File: src/rtl/lex_pkg.sv
// Shared lexer definitions: scanner state encoding and ASCII class boundaries.
package lex_pkg;

    typedef enum logic [1:0] {
        IDLE   = 2'd0,
        IDENT  = 2'd1,
        NUMBER = 2'd2,
        SKIP   = 2'd3
    } state_t;

    localparam logic [7:0] UPPER_LO   = 8'h41;
    localparam logic [7:0] UPPER_HI   = 8'h5A;
    localparam logic [7:0] LOWER_LO   = 8'h61;
    localparam logic [7:0] LOWER_HI   = 8'h7A;
    localparam logic [7:0] DIGIT_LO   = 8'h30;
    localparam logic [7:0] DIGIT_HI   = 8'h39;
    localparam logic [7:0] UNDERSCORE = 8'h5F;

endpackage

File: src/rtl/id_scanner_if.sv
// Character stream in, identifier token results out.
interface id_scanner_if #(
    parameter int LEN_W = 5
);
    logic             in_valid;
    logic [7:0]       char;
    logic             id_digit;
    logic             tok_valid;
    logic [LEN_W-1:0] tok_len;
    logic             tok_ovf;

    modport master (
        output in_valid, char,
        input  id_digit, tok_valid, tok_len, tok_ovf
    );

    modport slave (
        input  in_valid, char,
        output id_digit, tok_valid, tok_len, tok_ovf
    );
endinterface

File: src/rtl/id_scanner_char_class.sv
// Combinational ASCII classifier: letter, digit, or (neither) delimiter.
module char_class
    import lex_pkg::*;
#(
    parameter int ALLOW_US = 1
) (
    input  logic [7:0] char,
    output logic       is_letter,
    output logic       is_digit
);

    logic us_letter;

    // Underscore joins identifiers only when enabled; otherwise it splits them.
    assign us_letter = (ALLOW_US != 0) && (char == UNDERSCORE);

    assign is_letter = ((char >= UPPER_LO) && (char <= UPPER_HI)) ||
                       ((char >= LOWER_LO) && (char <= LOWER_HI)) ||
                       us_letter;
    assign is_digit  = (char >= DIGIT_LO) && (char <= DIGIT_HI);

endmodule

File: src/rtl/id_scanner.sv
// Identifier scanner: reports identifier lengths, digits inside identifiers,
// and identifiers longer than MAX_LEN, one cycle after each accepted character.
module id_scanner
    import lex_pkg::*;
#(
    parameter int MAX_LEN  = 16,
    parameter int ALLOW_US = 1
) (
    input  logic         clk,
    input  logic         reset,
    id_scanner_if.slave  bus
);

    localparam int LEN_W = $clog2(MAX_LEN + 1);

    state_t           state;
    logic [LEN_W-1:0] len;
    logic             is_letter;
    logic             is_digit;
    logic             is_word;

    char_class #(
        .ALLOW_US (ALLOW_US)
    ) u_class (
        .char      (bus.char),
        .is_letter (is_letter),
        .is_digit  (is_digit)
    );

    assign is_word = is_letter || is_digit;

    always_ff @(posedge clk or posedge reset) begin
        if (reset) begin
            state         <= IDLE;
            len           <= '0;
            bus.id_digit  <= 1'b0;
            bus.tok_valid <= 1'b0;
            bus.tok_len   <= '0;
            bus.tok_ovf   <= 1'b0;
        end else begin
            bus.id_digit  <= 1'b0;
            bus.tok_valid <= 1'b0;
            bus.tok_ovf   <= 1'b0;
            if (bus.in_valid) begin
                case (state)
                    IDLE: begin
                        if (is_letter) begin
                            state <= IDENT;
                            len   <= LEN_W'(1);
                        end else if (is_digit) begin
                            state <= NUMBER;
                        end
                    end
                    IDENT: begin
                        if (is_word) begin
                            // A full-length identifier is abandoned rather than wrapped.
                            if (len == LEN_W'(MAX_LEN)) begin
                                state       <= SKIP;
                                bus.tok_ovf <= 1'b1;
                            end else begin
                                len          <= len + LEN_W'(1);
                                bus.id_digit <= is_digit;
                            end
                        end else begin
                            state         <= IDLE;
                            len           <= '0;
                            bus.tok_valid <= 1'b1;
                            bus.tok_len   <= len;
                        end
                    end
                    NUMBER, SKIP: begin
                        if (!is_word) begin
                            state <= IDLE;
                            len   <= '0;
                        end
                    end
                    default: begin
                        state <= IDLE;
                        len   <= '0;
                    end
                endcase
            end
        end
    end

endmodule

File: src/flat_wrapper.sv
// flat-port wrapper written by rule: the top's interface ports become plain ports
module id_scanner_flat import lex_pkg::*;
#(
    parameter int MAX_LEN  = 16,
    parameter int ALLOW_US = 1
)
  (clk, reset, bus_in_valid, bus_char, bus_id_digit, bus_tok_valid, bus_tok_len, bus_tok_ovf);
  id_scanner_if #(.LEN_W(5)) bus_i ();
  input  logic clk;
  input  logic reset;
  input wire logic [$bits(bus_i.in_valid)-1:0] bus_in_valid;
  input wire logic [$bits(bus_i.char)-1:0] bus_char;
  output wire logic [$bits(bus_i.id_digit)-1:0] bus_id_digit;
  output wire logic [$bits(bus_i.tok_valid)-1:0] bus_tok_valid;
  output wire logic [$bits(bus_i.tok_len)-1:0] bus_tok_len;
  output wire logic [$bits(bus_i.tok_ovf)-1:0] bus_tok_ovf;
  assign bus_i.in_valid = bus_in_valid;
  assign bus_i.char = bus_char;
  assign bus_id_digit = bus_i.id_digit;
  assign bus_tok_valid = bus_i.tok_valid;
  assign bus_tok_len = bus_i.tok_len;
  assign bus_tok_ovf = bus_i.tok_ovf;
  id_scanner #(.MAX_LEN(MAX_LEN), .ALLOW_US(ALLOW_US)) u_core (.clk(clk), .reset(reset), .bus(bus_i));
endmodule
File: config.mk
export PLATFORM = sky130hd
export DESIGN_NAME = id_scanner_flat
export DESIGN_NICKNAME = d
export VERILOG_FILES = /design/src/rtl/lex_pkg.sv /design/src/rtl/id_scanner_if.sv /design/src/rtl/id_scanner_char_class.sv /design/src/rtl/id_scanner.sv /design/src/flat_wrapper.sv
export SDC_FILE = /design/constraint.sdc
export NUM_CORES = 1
export LEC_CHECK = 0
export ABC_CLOCK_PERIOD_IN_PS = 1800
export BUFFER_PORTS_ARGS = -buffer_cell sky130_fd_sc_hd__buf_2
export CAP_MARGIN = 10
export CORE_MARGIN = 8
export CORE_UTILIZATION = 50
export DETAILED_ROUTE_END_ITERATION = 10
export PLACE_DENSITY_LB_ADDON = 0.2
export SYNTH_ARGS = -nofsm -noshare
export SYNTH_HDL_FRONTEND = slang
export SYNTH_HIERARCHICAL = 1
export SYNTH_SLANG_ARGS = --single-unit
File: constraint.sdc
create_clock -name clk -period 1.8 [get_ports clk]
set_input_delay 0.36 -clock clk [delete_from_list [all_inputs] [get_ports clk]]
set_output_delay 0.36 -clock clk [all_outputs]
set_load 0.02 [all_outputs]
==> metrics.csv <==
stage,metric,value,unit
synth,syn_area,776,um2
timing,finalClockSkew,0.00104,ns
clock_network,htreeDepth,1,
drt,vias_per_cell,5.53,
synth,synth_fp_nets,88,
clock_network,clock-sinks,15,
timing,drv_slew,0,
layout,final_cell_mix,"17 x buf_2, 15 x dfrtp_1, 9 x buf_4, 7 x inv_1, 6 x a21oi_1",
drt,wl_per_cell,13.8,um
floorplan,start_util,52.1,%
worst_setup_path,reg2reg_from,u_core/state[1],
clock_network,cts_hold_buffers,0,
grt,grt_pass1_vias,692,
drt,route.met3.wl,66,um
grt,grt_antenna_before_repair,0,
grt,grt_max_degree,16,
clock_network,cts.path.max_buffers,2,
synth,yosysUniqueCellTypes,30,
layout,seqCellArea,375,um2
layout,drive_gt1_share,41.9,%
layout,multi_input_area,415,um2
worst_setup_path,critical_path_class,input port to flop,
timing,rsz0062_at_grt,true,
synth,synth_area_per_cell,10.3,um2
drt,routed_wl,1680,um
power_and_ir_drop,vdd_drop_max,0.000544,V
drt,route.layer.met1.wl,735,um
drt,firstDrtPassIters,4,
worst_setup_path,slowest_stage,or4_1,
drt,wl_met2,863,um
drt,drc,0,
timing,worst_pin_slew,0.535,ns
drt,ant_nets,0,
drt,num_vias,669,
synth,seq_area_frac_synth,48.4,%
placed_design,port_buffers,18,
clock_network,root_buffer,clkbuf_4,
worst_setup_path,worstSetupEndpointType,flop,
drt,highest_layer,met4,
synth,netlist_instances,75,
synth,netlist_top_cells_area,"dfrtp_1 48%, mux2_2 7.3%, a21oi_1 3.9%",
floorplan,die_h,55.4,um
power_and_ir_drop,power,0.829,mW
synth,synth.top_cell.area_share,48.4,%
power_and_ir_drop,pwr_density_cell,807,nW/um2
grt,overflow,0,
timing,setup_tns,-0.224,ns
synth,yosysWarnings,6,
synth,yosys.area.top_type,dfrtp_1,
timing,fin_crit,1.89,ns
layout,final_common_cell,buf_2,
timing,final-setup-viol-count,3,
placed_design,hpwlAfterDp,1340,um
timing,finalHoldViolations,0,
clock_network,path_clk_slew,0.08,ns
floorplan,pin_count,19,
worst_setup_path,cp_cell_sequence,"buf_2, or2_4, nor4_4, nor4b_2, buf_4, o32a_1, or4_1, o21ai_1",
layout,n_fill_cell,114,
outcome,failed_checks,setup timing,
clock_network,cts_tree,yes,
worst_setup_path,crit_required,2.01,ns
grt,track_usage,11.6,%
worst_setup_path,startpoint,bus_char[2],
worst_setup_path,worst_path_largest_cell_delay,0.51,ns
drt,first_iter_violations,15,
timing,fmax,529,MHz
floorplan,dieArea,3070,um2
timing,fin_ws,-0.0893,ns
synth,ys_ff_latch,15,
worst_setup_path,arrival,2.10,ns
layout,final_net_count,119,
timing,maxSlewHeadroom,64.3,%
timing,finalCritPeriodShare,105,%
worst_setup_path,path_max_fanout,4,
power_and_ir_drop,cellLeakagePower,0.496,nW
clock_network,cts_buffers,3,
floorplan,coreArea,1490,um2
floorplan,fp.dieW,55.4,um
outcome,outcome,"complete, but fails checks",
clock_network,clock_latency,0.27,ns
layout,n_antenna_cell,0,
worst_setup_path,critPathLaunchType,input port,
flow_run,cap_viol_max_count,0,
layout,area_growth,32.4,%
worst_setup_path,worstRegToRegCells,4,
grt,grt_pass1_wl,2950,um
placed_design,gp_congestion,0.795,
hold_path,hp-class,input port to async pin,
floorplan,rows,14,
## what timing repair did
action	CTS	global route
endpoints found under the setup margin	11	10
setup buffers	3	0
resized for setup	7	1
pin swaps	6	0
## sequential cells by signal, summed over array words and instances, names as in the netlist
register and count:
u_core/bus.tok_len 5, u_core/len 5, u_core/state 2, u_core/bus.id_digit 1, u_core/bus.tok_ovf 1, u_core/bus.tok_valid 1
## through the flow
step                worst slack [ns]  instances  cell area (um2)  hold WS (ns)  util, %
global route                  -0.172        121             1030         0.159     69.0
global placement              -0.438        116              956         0.419     64.2
CTS                          -0.0710        122             1030         0.125     69.2
floorplan                     -0.321         75              797         0.261        -
detailed placement            -0.560        116              956         0.431     64.2
finish                       -0.0893        121             1030         0.108     69.0
## worst max-delay path: cells and delay by family
family	cells	cell delay, ns
compound gates	2	0.45
buf+inv	2	0.26
simple gates	4	1.02
## final cells by class
type | instances | area share [%]
Sequential cell | 15 | 36.5
Clock buffer | 4 | 2.56
Tap cell | 16 | 1.95
Multi-Input combinational cell | 52 | 40.4
Timing Repair Buffer | 27 | 16.0
Inverter | 7 | 2.56
## logic make-up (layout without fill, tap and decap cells)
kind of cell / Yosys count / after routing / synth area share (%)
muxes: 5 / 5 / 7.26
AOI/OAI and AO/OA: 17 / 17 / 14.4
adders and majority gates: 2 / 2 / 3.23
and+or+nand+nor: 28 / 28 / 22.7
DFF: 15 / 15 / 48.4
buffers and inverters: 8 / 38 / 4.03
## synthesized netlist by cell type
library cell and instances:
ha_1 2, nand3_1 2, o21ai_1 2, nand2b_2 1, o32a_1 2, nand2_1 4, nand4bb_1 2, or2b_1 1
inv_1 7, nor2b_1 1, nor4b_1 1, or2_2 1, nor2_1 4, o21ai_0 2, buf_2 1, o21ba_1 1
and3_1 1, mux2_2 5, nor3_1 4, nor4_1 1, and4b_1 1, or4_1 2, dfrtp_1 15, o2bb2ai_1 1
o21bai_1 1, a31oi_1 1, a22o_1 1, or3b_4 1, a21oi_1 6, nor3b_1 1
## worst paths after layout
check / end / slack [ns]
min in group clk: u_core/state[1] / 0.31
max reg2reg: u_core/len[3] / 0.21
min: u_core/state[1] / 0.11
min reg2reg: u_core/bus.tok_len[4] / 0.51
max: u_core/len[3] / -0.09
max in group asynchronous: u_core/len[2] / 1.34
## power breakdown
part	switching, mW	internal, mW
Clock	0.100	0.0859
Sequential	0.0404	0.376
Combinational	0.111	0.116
## metal layers
metal	GRT usage [%]	up-vias
li1	-	336
met1	12.7	320
met2	19.7	11
met3	4.34	2
met4	4.23	0
met5	0	-
Power figures use the tool's default switching activity.
